[src/rtl/pe_result_arbiter_if.sv]
// Result-path bundle between the three requesters, the arbiter and the consumer.
// slave = arbiter side, master = requesters plus consumer side.
interface pe_result_arbiter_if #(
  parameter int DW = 32
);
  logic [2:0]    req;
  logic [DW-1:0] in_1;
  logic [DW-1:0] in_2;
  logic [DW-1:0] in_3;
  logic [2:0]    gnt;
  logic [1:0]    sel;
  logic          out_valid;
  logic          out_ready;
  logic [DW-1:0] data_out;
  logic          busy;

  modport master (
    output req, in_1, in_2, in_3, out_ready,
    input  gnt, sel, out_valid, data_out, busy
  );

  modport slave (
    input  req, in_1, in_2, in_3, out_ready,
    output gnt, sel, out_valid, data_out, busy
  );
endinterface

[src/rtl/pe_result_arbiter.sv]
// 3-way round-robin result arbiter (fixed priority with PE_ARB_FIXED_PRI_EN); gnt same cycle, word registered 1 cycle later.
// One-entry output slot behind valid/ready: out_ready=0 on a full slot freezes everything and suppresses gnt.
module pe_result_arbiter #(
  parameter int DW   = 32,
  parameter int NREQ = 3
) (
  input  logic                clk,
  input  logic                rst,
  pe_result_arbiter_if.slave  bus
);
  typedef enum logic {EMPTY = 1'b0, FULL = 1'b1} state_t;

  state_t          state_q, state_d;
  logic [DW-1:0]   data_q, data_d;
  logic [1:0]      sel_q, sel_d;
  logic [1:0]      win;
  logic            slot_free;
  logic            cap;
  logic [NREQ-1:0] gnt_c;

`ifndef PE_ARB_FIXED_PRI_EN
  logic [1:0] ptr_q, ptr_d;

  // Search order ptr, ptr+1, ptr+2 (mod 3); ptr never holds 3.
  always_comb begin
    win = 2'd0;
    case (ptr_q)
      2'd1:    win = bus.req[1] ? 2'd1 : (bus.req[2] ? 2'd2 : 2'd0);
      2'd2:    win = bus.req[2] ? 2'd2 : (bus.req[0] ? 2'd0 : 2'd1);
      default: win = bus.req[0] ? 2'd0 : (bus.req[1] ? 2'd1 : 2'd2);
    endcase
  end
`else
  always_comb begin
    win = bus.req[0] ? 2'd0 : (bus.req[1] ? 2'd1 : 2'd2);
  end
`endif

  always_comb begin
    slot_free = (state_q == EMPTY) || bus.out_ready;
    // No grant while reset is held: nothing would be captured.
    cap       = slot_free && (bus.req != 3'b000) && !rst;
    state_d   = state_q;
    data_d    = data_q;
    sel_d     = sel_q;
`ifndef PE_ARB_FIXED_PRI_EN
    ptr_d     = ptr_q;
`endif
    if (cap) begin
      state_d = FULL;
      sel_d   = win;
      case (win)
        2'd0:    data_d = bus.in_1;
        2'd1:    data_d = bus.in_2;
        default: data_d = bus.in_3;
      endcase
`ifndef PE_ARB_FIXED_PRI_EN
      ptr_d = (win == 2'd2) ? 2'd0 : win + 2'd1;
`endif
    end else if (slot_free) begin
      state_d = EMPTY;
    end
  end

  assign gnt_c = cap ? (NREQ'(1) << win) : '0;

  always_ff @(posedge clk or posedge rst) begin
    if (rst) begin
      state_q <= EMPTY;
      data_q  <= '0;
      sel_q   <= 2'd0;
`ifndef PE_ARB_FIXED_PRI_EN
      ptr_q   <= 2'd0;
`endif
    end else begin
      state_q <= state_d;
      data_q  <= data_d;
      sel_q   <= sel_d;
`ifndef PE_ARB_FIXED_PRI_EN
      ptr_q   <= ptr_d;
`endif
    end
  end

  assign bus.gnt       = gnt_c;
  assign bus.sel       = sel_q;
  assign bus.out_valid = (state_q == FULL);
  assign bus.data_out  = data_q;
  assign bus.busy      = (state_q == FULL) && !bus.out_ready;
endmodule

[src/flat_wrapper.sv]
// flat-port wrapper written by rule: the top's interface ports become plain ports
module pe_result_arbiter_flat 
#(
  parameter int DW   = 32,
  parameter int NREQ = 3
)
  (clk, rst, bus_req, bus_in_1, bus_in_2, bus_in_3, bus_out_ready, bus_gnt, bus_sel, bus_out_valid, bus_data_out, bus_busy);
  pe_result_arbiter_if #(.DW(DW)) bus_i ();
  input  logic clk;
  input  logic rst;
  input wire logic [$bits(bus_i.req)-1:0] bus_req;
  input wire logic [$bits(bus_i.in_1)-1:0] bus_in_1;
  input wire logic [$bits(bus_i.in_2)-1:0] bus_in_2;
  input wire logic [$bits(bus_i.in_3)-1:0] bus_in_3;
  input wire logic [$bits(bus_i.out_ready)-1:0] bus_out_ready;
  output wire logic [$bits(bus_i.gnt)-1:0] bus_gnt;
  output wire logic [$bits(bus_i.sel)-1:0] bus_sel;
  output wire logic [$bits(bus_i.out_valid)-1:0] bus_out_valid;
  output wire logic [$bits(bus_i.data_out)-1:0] bus_data_out;
  output wire logic [$bits(bus_i.busy)-1:0] bus_busy;
  assign bus_i.req = bus_req;
  assign bus_i.in_1 = bus_in_1;
  assign bus_i.in_2 = bus_in_2;
  assign bus_i.in_3 = bus_in_3;
  assign bus_i.out_ready = bus_out_ready;
  assign bus_gnt = bus_i.gnt;
  assign bus_sel = bus_i.sel;
  assign bus_out_valid = bus_i.out_valid;
  assign bus_data_out = bus_i.data_out;
  assign bus_busy = bus_i.busy;
  pe_result_arbiter #(.DW(DW), .NREQ(NREQ)) u_core (.clk(clk), .rst(rst), .bus(bus_i));
endmodule
[config.mk]
export PLATFORM = sky130hd
export DESIGN_NAME = pe_result_arbiter_flat
export DESIGN_NICKNAME = d
export VERILOG_FILES = /design/src/rtl/pe_result_arbiter_if.sv /design/src/rtl/pe_result_arbiter.sv /design/src/flat_wrapper.sv
export SDC_FILE = /design/constraint.sdc
export NUM_CORES = 1
export LEC_CHECK = 0
export CAP_MARGIN = 20
export CORE_ASPECT_RATIO = 1.5
export CORE_MARGIN = 5
export CORE_UTILIZATION = 40
export CTS_CLUSTER_DIAMETER = 60
export CTS_CLUSTER_SIZE = 25
export DETAILED_ROUTE_END_ITERATION = 7
export GPL_TIMING_DRIVEN = 0
export PLACE_DENSITY = 0.84
export SYNTH_ARGS = -nofsm -noshare
export SYNTH_HDL_FRONTEND = slang
export SYNTH_SLANG_ARGS = --single-unit
[constraint.sdc]
create_clock -name clk -period 4.3 [get_ports clk]
set_input_delay 0.645 -clock clk [delete_from_list [all_inputs] [get_ports clk]]
set_output_delay 0.645 -clock clk [all_outputs]
set_load 0.03 [all_outputs]
==> flow_summary.json, run 1 <==
{
  "power_switching_w": 0.00101,
  "pwr-share-seq_pct": 25.7,
  "antenna_found_initial": 0,
  "finalHoldViolations": 0,
  "cp-end-kind": "primary output",
  "wl_per_cell_um": 16.9,
  "clock_skew_ns": 0.00517,
  "swShare_pct": 43.6,
  "synth_nets": 323,
  "portBuffers": 140,
  "htree_levels": 2,
  "worstSetupStartpointType": "input port",
  "place_congestion": 0.771,
  "grt_setup_unrepaired": "no",
  "outcome": "complete, no violations",
  "arrival_ns": 3.24,
  "grt_pass1_vias": 2429,
  "areaGrowthSynthToFinish_pct": 68.3,
  "max_slew_margin_pct": 67.0,
  "setup_viol": 0,
  "peakVddDrop_mv": 0.332,
  "power_frac_clock_pct": 10.2,
  "postCtsSetupRepairBufs": 0,
  "cts_tree": "yes",
  "yosysUniqueCellTypes": 26,
  "internal_power_w": 0.00130,
  "maxCapViolCount": 0,
  "path_class": "input port to primary output",
  "ant_nets": 0,
  "die_width_um": 72.0,
  "diodes": 0,
  "grt_pass1_wl_um": 11700,
  "fin_crit_sh_pct": 90.3,
  "start_util_pct": 40.5,
  "yosysSeqAreaShare_pct": 40.2,
  "pwr_density_cell_nw_per_um2": 595,
  "slowest_stage": "clkdlybuf4s50_1",
  "final_nets": 470,
  "ys_warn_count": 0,
  "die-area_um2": 7410,
  "finalCriticalPeriod_ns": 3.88,
  "path_cells": "clkdlybuf4s50_1 > inv_4 > nand3_1 > buf_2 > a211oi_1 > clkdlybuf4s50_1",
  "io_pins": 141,
  "cp_max_fo": 41,
  "syn-cell-area_um2": 2310,
  "clock.fmax_mhz": 258,
  "avgSynthCellArea_um2": 10.5,
  "synth_cells": 219,
  "drc": 0,
  "core-area_um2": 5700,
  "dp.cells": 431,
  "p_leak_nw": 1.58,
  "grt_overflow": 0,
  "tightestPinTransition_ns": 0.496,
  "vias_per_cell": 5.31,
  "clockBufferDepth": 2,
  "tns_ns": 0,
  "drt_iter0_markers": 122,
  "final_cells": 439,
  "clk_pin_slew_ns": 0.07,
  "wl_um": 7410,
  "vias": 2330,
  "grt_max_degree": 42,
  "critPathMaxStageDelay_ns": 0.72,
  "critPathMostFrequentCell": "clkdlybuf4s50_1",
  "comb_power_share_pct": 64.1,
  "track_usage_pct": 20.3,
  "first_pass_iters": 4,
  "place.detailed.hpwl_um": 5900,
  "min-delay-path-class": "flop to flop",
  "cts_sinks": 37,
  "yosys_register_bits": 37,
  "final_layout_size_suffix_gt1_share_pct": 11.4,
  "die_y_um": 103,
  "critical_path_required_ns": 3.65,
  "cts_buffers": 5,
  "clk_latency_ns": 0.28,
  "drv_slew": 0,
  "rows": 34,
  "cts_root_buffer": "clkbuf_8"
}
==> per-stage QoR <==
stage	worst slack, ns	hold slack, ns	cell area, um^2	total power (W)	utilization [%]
global route	0.0962	0.550	3880	0.00245	68.1
detailed placement	0.0284	0.490	3800	0.00210	66.6
CTS	0.00186	0.526	3880	0.00233	68.0
floorplan	1.12	0.491	2310	0.00153	-
finish	0.419	0.521	3880	0.00231	68.1
global placement	0.0395	0.480	3800	0.00207	66.6
==> repair_timing <==
| action | CTS | global route |
|---|---|---|
| setup endpoints to repair | 0 | 3 |
| hold buffers | 0 | 0 |
| gates resized for setup | 0 | 2 |
==> cell usage after synthesis (all sizes together) <==
library cell / n / area, um^2
or3: 2 / 12.5
a22o: 2 / 17.5
buf: 9 / 82.6
nand2: 3 / 11.3
nand2b: 1 / 6.26
o311ai: 1 / 8.76
a311oi: 1 / 8.76
o21ai: 2 / 10.0
and3b: 1 / 8.76
and2: 2 / 12.5
dfrtp: 37 / 926
ha: 2 / 25.0
nor4b: 1 / 8.76
a211oi: 65 / 618
inv: 6 / 22.5
nor2: 34 / 128
mux2i: 32 / 320
nand3: 1 / 5.00
clkbuf: 13 / 48.8
nor2b: 3 / 18.8
and3: 1 / 6.26
==> power by group through the flow <==
stage / sequential, W / clock (W) / combinational [W]
global placement: 0.000595 / 0 / 0.00147
CTS: 0.000595 / 0.000239 / 0.00150
floorplan: 0.000902 / 0 / 0.000630
global route: 0.000618 / 0.000257 / 0.00157
finish: 0.000594 / 0.000235 / 0.00148
detailed placement: 0.000600 / 0 / 0.00150
==> cell usage in the layout (no fill, tap or decap), types with 2 or more instances in the layout <==
cell / instances
clkbuf_1: 16
and2_1: 2
ha_1: 2
a211oi_2: 26
dfrtp_1: 37
clkbuf_8: 5
mux2i_1: 32
a211oi_1: 39
nor2_1: 34
o21ai_1: 2
buf_8: 2
buf_2: 5
inv_1: 4
nand2_1: 3
a22o_1: 2
or3_1: 2
nor2b_1: 3
clkdlybuf4s50_1: 140
==> final timing paths <==
check / startpoint / to / slack, ns / depth (start not counted)
min in group asynchronous: rst / u_core.bus.data_out[11] / 0.75 / 2
worst min-delay path: u_core.bus.sel[0] / u_core.bus.sel[0] / 0.52 / 2
worst min register to register: u_core.bus.sel[0] / u_core.bus.sel[0] / 0.52 / 2
max in group asynchronous: rst / u_core.bus.data_out[14] / 3.22 / 2
worst max-delay path: rst / bus_gnt[2] / 0.42 / 6
worst max register to register: u_core.ptr_q[0] / u_core.bus.data_out[24] / 2.11 / 8
==> routing by layer <==
layer | track usage (%) | share of wire (%)
met4 | 7.53 | 2.0
met1 | 22.2 | 38
met3 | 4.29 | 5.4
met2 | 37.8 | 54
met5 | 0 | 0
==> area by class of cell <==
class / instances / area, um^2
well taps: 72 / 90.1
clock buffers: 8 / 80.1
repair buffers: 140 / 1400
multi-input cells: 154 / 1230
plain buffers: 22 / 131
flip-flops and latches: 37 / 926
inverters: 6 / 25.0
fillers: 472 / 1820
==> registers in the layout, indices dropped and copies added (netlist names) <==
register and flops:
u_core.bus.data_out 32, u_core.bus.sel 2, u_core.ptr_q 2, u_core.bus.out_valid 1
==> logic make-up (layout without fill, tap and decap cells) <==
| family | count (synthesis) | in the layout | share of synthesized area [%] |
|---|---|---|---|
| buffers and inverters | 28 | 176 | 6.67 |
| DFF | 37 | 37 | 40.2 |
| muxes | 32 | 32 | 13.9 |
| and+or+nand+nor | 49 | 49 | 9.44 |
| AOI/OAI and AO/OA | 71 | 71 | 28.8 |
| adders and majority gates | 2 | 2 | 1.09 |
==> critical path, delay by kind of cell <==
| kind | cells | cell delay (ns) |
|---|---|---|
| and+or+nand+nor | 1 | 0.44 |
| buffers and inverters | 4 | 1.88 |
| AOI/OAI and AO/OA | 1 | 0.26 |
Power figures use the tool's default switching activity.
==> run 2: changes to the inputs <==
ABC_AREA = 1   (was default)
CORE_UTILIZATION = 38   (was 40)
PLACE_DENSITY = 0.8   (was 0.84)
clock period = 4.25 ns   (was 4.3 ns; I/O delays follow)
==> run 2 against run 1 <==
Combinational power rose by 26%. Die area rose by 6.1%. Critical path depth did not move. Sequential cell count did not move. Non-clock buffer count rose by 1. Power rose by 17%. Setup slack improved by 0.0089 ns. Sequential power rose by 2%. Clock-buffer cell count did not move. Critical path type unchanged.
==> flow_summary.json, run 2 <==
{
  "cts_buffers": 5,
  "finalPower_w": 0.00270,
  "grt_overflow": 0,
  "finalCriticalPeriod_ns": 3.82,
  "areaGrowthSynthToFinish_pct": 67.2,
  "dpl-instance-area_um2": 3840,
  "antenna_found_initial": 0,
  "die_width_um": 74.1,
  "ff_latch_area_um2": 926,
  "grt_setup_unrepaired": "no",
  "final_nets": 577,
  "track_usage_pct": 21.6,
  "synth_edf_count": 0,
  "vias_per_cell": 5.06,
  "multi_input_comb_area_um2": 1130,
  "tightestPinTransition_ns": 0.822,
  "slowest_stage": "clkdlybuf4s50_1",
  "final.setup.worst_slack_ns": 0.428,
  "cts_sinks": 37,
  "postCtsSetupRepairBufs": 0,
  "arrival_ns": 3.18,
  "grt_pass1_vias": 2740,
  "syn-cell-area_um2": 2340,
  "critical_path_required_ns": 3.61,
  "fin_crit_sh_pct": 89.9,
  "dpl_worst_slack_ns": 0.345,
  "netlist_top_cells_count": "98 x nand3_1, 43 x inv_1, 41 x nand2_1",
  "cts_root_buffer": "clkbuf_8",
  "htree_levels": 2,
  "netlist.area_leader.share_pct": 39.5,
  "clock_skew_ns": 0.00240,
  "synth_cells": 326,
  "avgSynthCellArea_um2": 7.18,
  "path_class": "input port to primary output",
  "rows": 35,
  "grt_pass1_wl_um": 13100,
  "start_util_pct": 38.5,
  "cts_tree": "yes",
  "die_y_um": 106,
  "yosysUniqueCellTypes": 21,
  "ys_warn_count": 0,
  "async_reset_ff_share_pct": 100,
  "outcome": "complete, no violations",
  "hold_slack_ns": 0.492,
  "yosys_register_bits": 37,
  "finalHoldViolations": 0,
  "drt_iter0_markers": 175,
  "worstSetupStartpointType": "input port",
  "first_pass_iters": 4,
  "largest_reg_flops": 32,
  "wl_per_cell_um": 15.3,
  "place_congestion": 0.800,
  "vias": 2772,
  "maxCapViolCount": 0,
  "n_fill_cell": 564,
  "final_layout_size_suffix_gt1_share_pct": 6.96,
  "portBuffers": 140,
  "ant_nets": 0,
  "diodes": 0,
  "wl_um": 8410,
  "pwr_density_cell_nw_per_um2": 689,
  "dp.cells": 540,
  "grt_max_degree": 39,
  "final_cell_mix": "140 x clkdlybuf4s50_1, 98 x nand3_1, 42 x inv_1, 41 x nand2_1, 37 x dfrtp_1",
  "clk_latency_ns": 0.28,
  "path_cells": "clkdlybuf4s50_1 > inv_2 > nand3_2 > buf_2 > nor3_1 > clkdlybuf4s50_1",
  "peakVddDrop_mv": 0.426,
  "drv_slew": 0,
  "core-area_um2": 6090,
  "clockBufferDepth": 2,
  "drc": 0,
  "synth_area_leader_cell": "dfrtp_1",
  "clk_pin_slew_ns": 0.07,
  "cp-end-kind": "primary output",
  "max_slew_margin_pct": 45.2,
  "critPathMaxStageDelay_ns": 0.74,
  "synth_nets": 430,
  "clock.fmax_mhz": 262,
  "ctsResizeCount": 0,
  "place.detailed.hpwl_um": 6590,
  "yosys-top-cells-area": "dfrtp_1 40%, nand3_1 21%, or2_0 7.5%",
  "cp_max_fo": 38,
  "final_cells": 548,
  "ys.flop_type": "dfrtp_1",
  "io_pins": 141,
  "min-delay-path-class": "flop to flop",
  "yosysMostFrequentCell": "nand3_1",
  "yosysSeqAreaShare_pct": 39.5,
  "critPathMostFrequentCell": "clkdlybuf4s50_1",
  "hold_buffers": 0,
  "layout_commonest_cell": "clkdlybuf4s50_1",
  "final_cell_area_um2": 3920,
  "die-area_um2": 7870,
  "setup_viol": 0,
  "p_leak_nw": 1.78
}
-- run 2: changes by cell type in the layout (fill, tap and decap cells not counted), moves of 28 or more --
cell,previous run,this run
a211oi_1,39,0
nand3_1,1,98
nand2_1,3,41
nor2_1,34,2
mux2i_1,32,0
inv_1,4,42
or2_0,0,28
a21oi_1,0,34
-- run 2: layout make-up --
class	instances	share of cell area (%)
buffer	23	3.07
timing repair buffer	140	35.8
multi-input combinational	221	28.8
sequential	37	23.6
tap	74	2.36
inverter	45	4.31
clock buffer	8	2.04
-- run 2: path summary, 6_finish.rpt --
path | cells after the start | start | slack [ns] | to
worst max-delay path | 6 | rst | 0.43 | bus_gnt[1]
worst min-delay path | 2 | u_core.bus.sel[0] | 0.49 | u_core.bus.sel[0]
worst max register to register | 10 | u_core.ptr_q[0] | 2.36 | u_core.bus.data_out[15]
worst min register to register | 2 | u_core.bus.sel[0] | 0.49 | u_core.bus.sel[0]
max in group asynchronous | 2 | rst | 2.90 | u_core.bus.data_out[5]
min in group asynchronous | 2 | rst | 0.83 | u_core.bus.out_valid
-- run 2: power by group --
| part | switching (W) | internal, W |
|---|---|---|
| clock | 0.000119 | 0.000117 |
| combinational | 0.00113 | 0.000727 |
| sequential | 0.0000804 | 0.000523 |
| total | 0.00133 | 0.00137 |
-- run 2: kinds of logic (layout without fill, tap and decap cells) --
logic type / after synthesis / after routing / synth area share, %
compound gates: 40 / 40 / 9.08
fa+ha+maj: 2 / 2 / 1.07
simple gates: 179 / 179 / 38.0
flops: 37 / 37 / 39.5
buf+inv: 68 / 216 / 12.3
-- run 2: stage by stage --
stage	TNS (ns)	utilization (%)
global route	0	64.3
finish	0	64.3
CTS	0	64.3
detailed placement	0	63.0
global placement	-0.431	63.0
floorplan	0	-
-- run 2: layer usage --
metal  track usage (%)  vias to the layer above  wire [um]
li1                  -                     1350          -
met1              24.2                     1277       3100
met2              39.1                      128       4480
met3              3.12                       17        600
met4              8.94                        0        222
met5                 0                        -          0
-- run 2: worst max-delay path, delay by kind of cell --
family / cells / cell delay (ns)
buffers and inverters: 4 / 2.01
AND/OR/NAND/NOR: 2 / 0.53
==> run 3: changes to the inputs <==
ABC_CLOCK_PERIOD_IN_PS = 4250   (was default)
SKIP_LAST_GASP = 1   (was default)
==> results of run 3 <==
Final layout, timing and power as in run 2 (identical DEF).
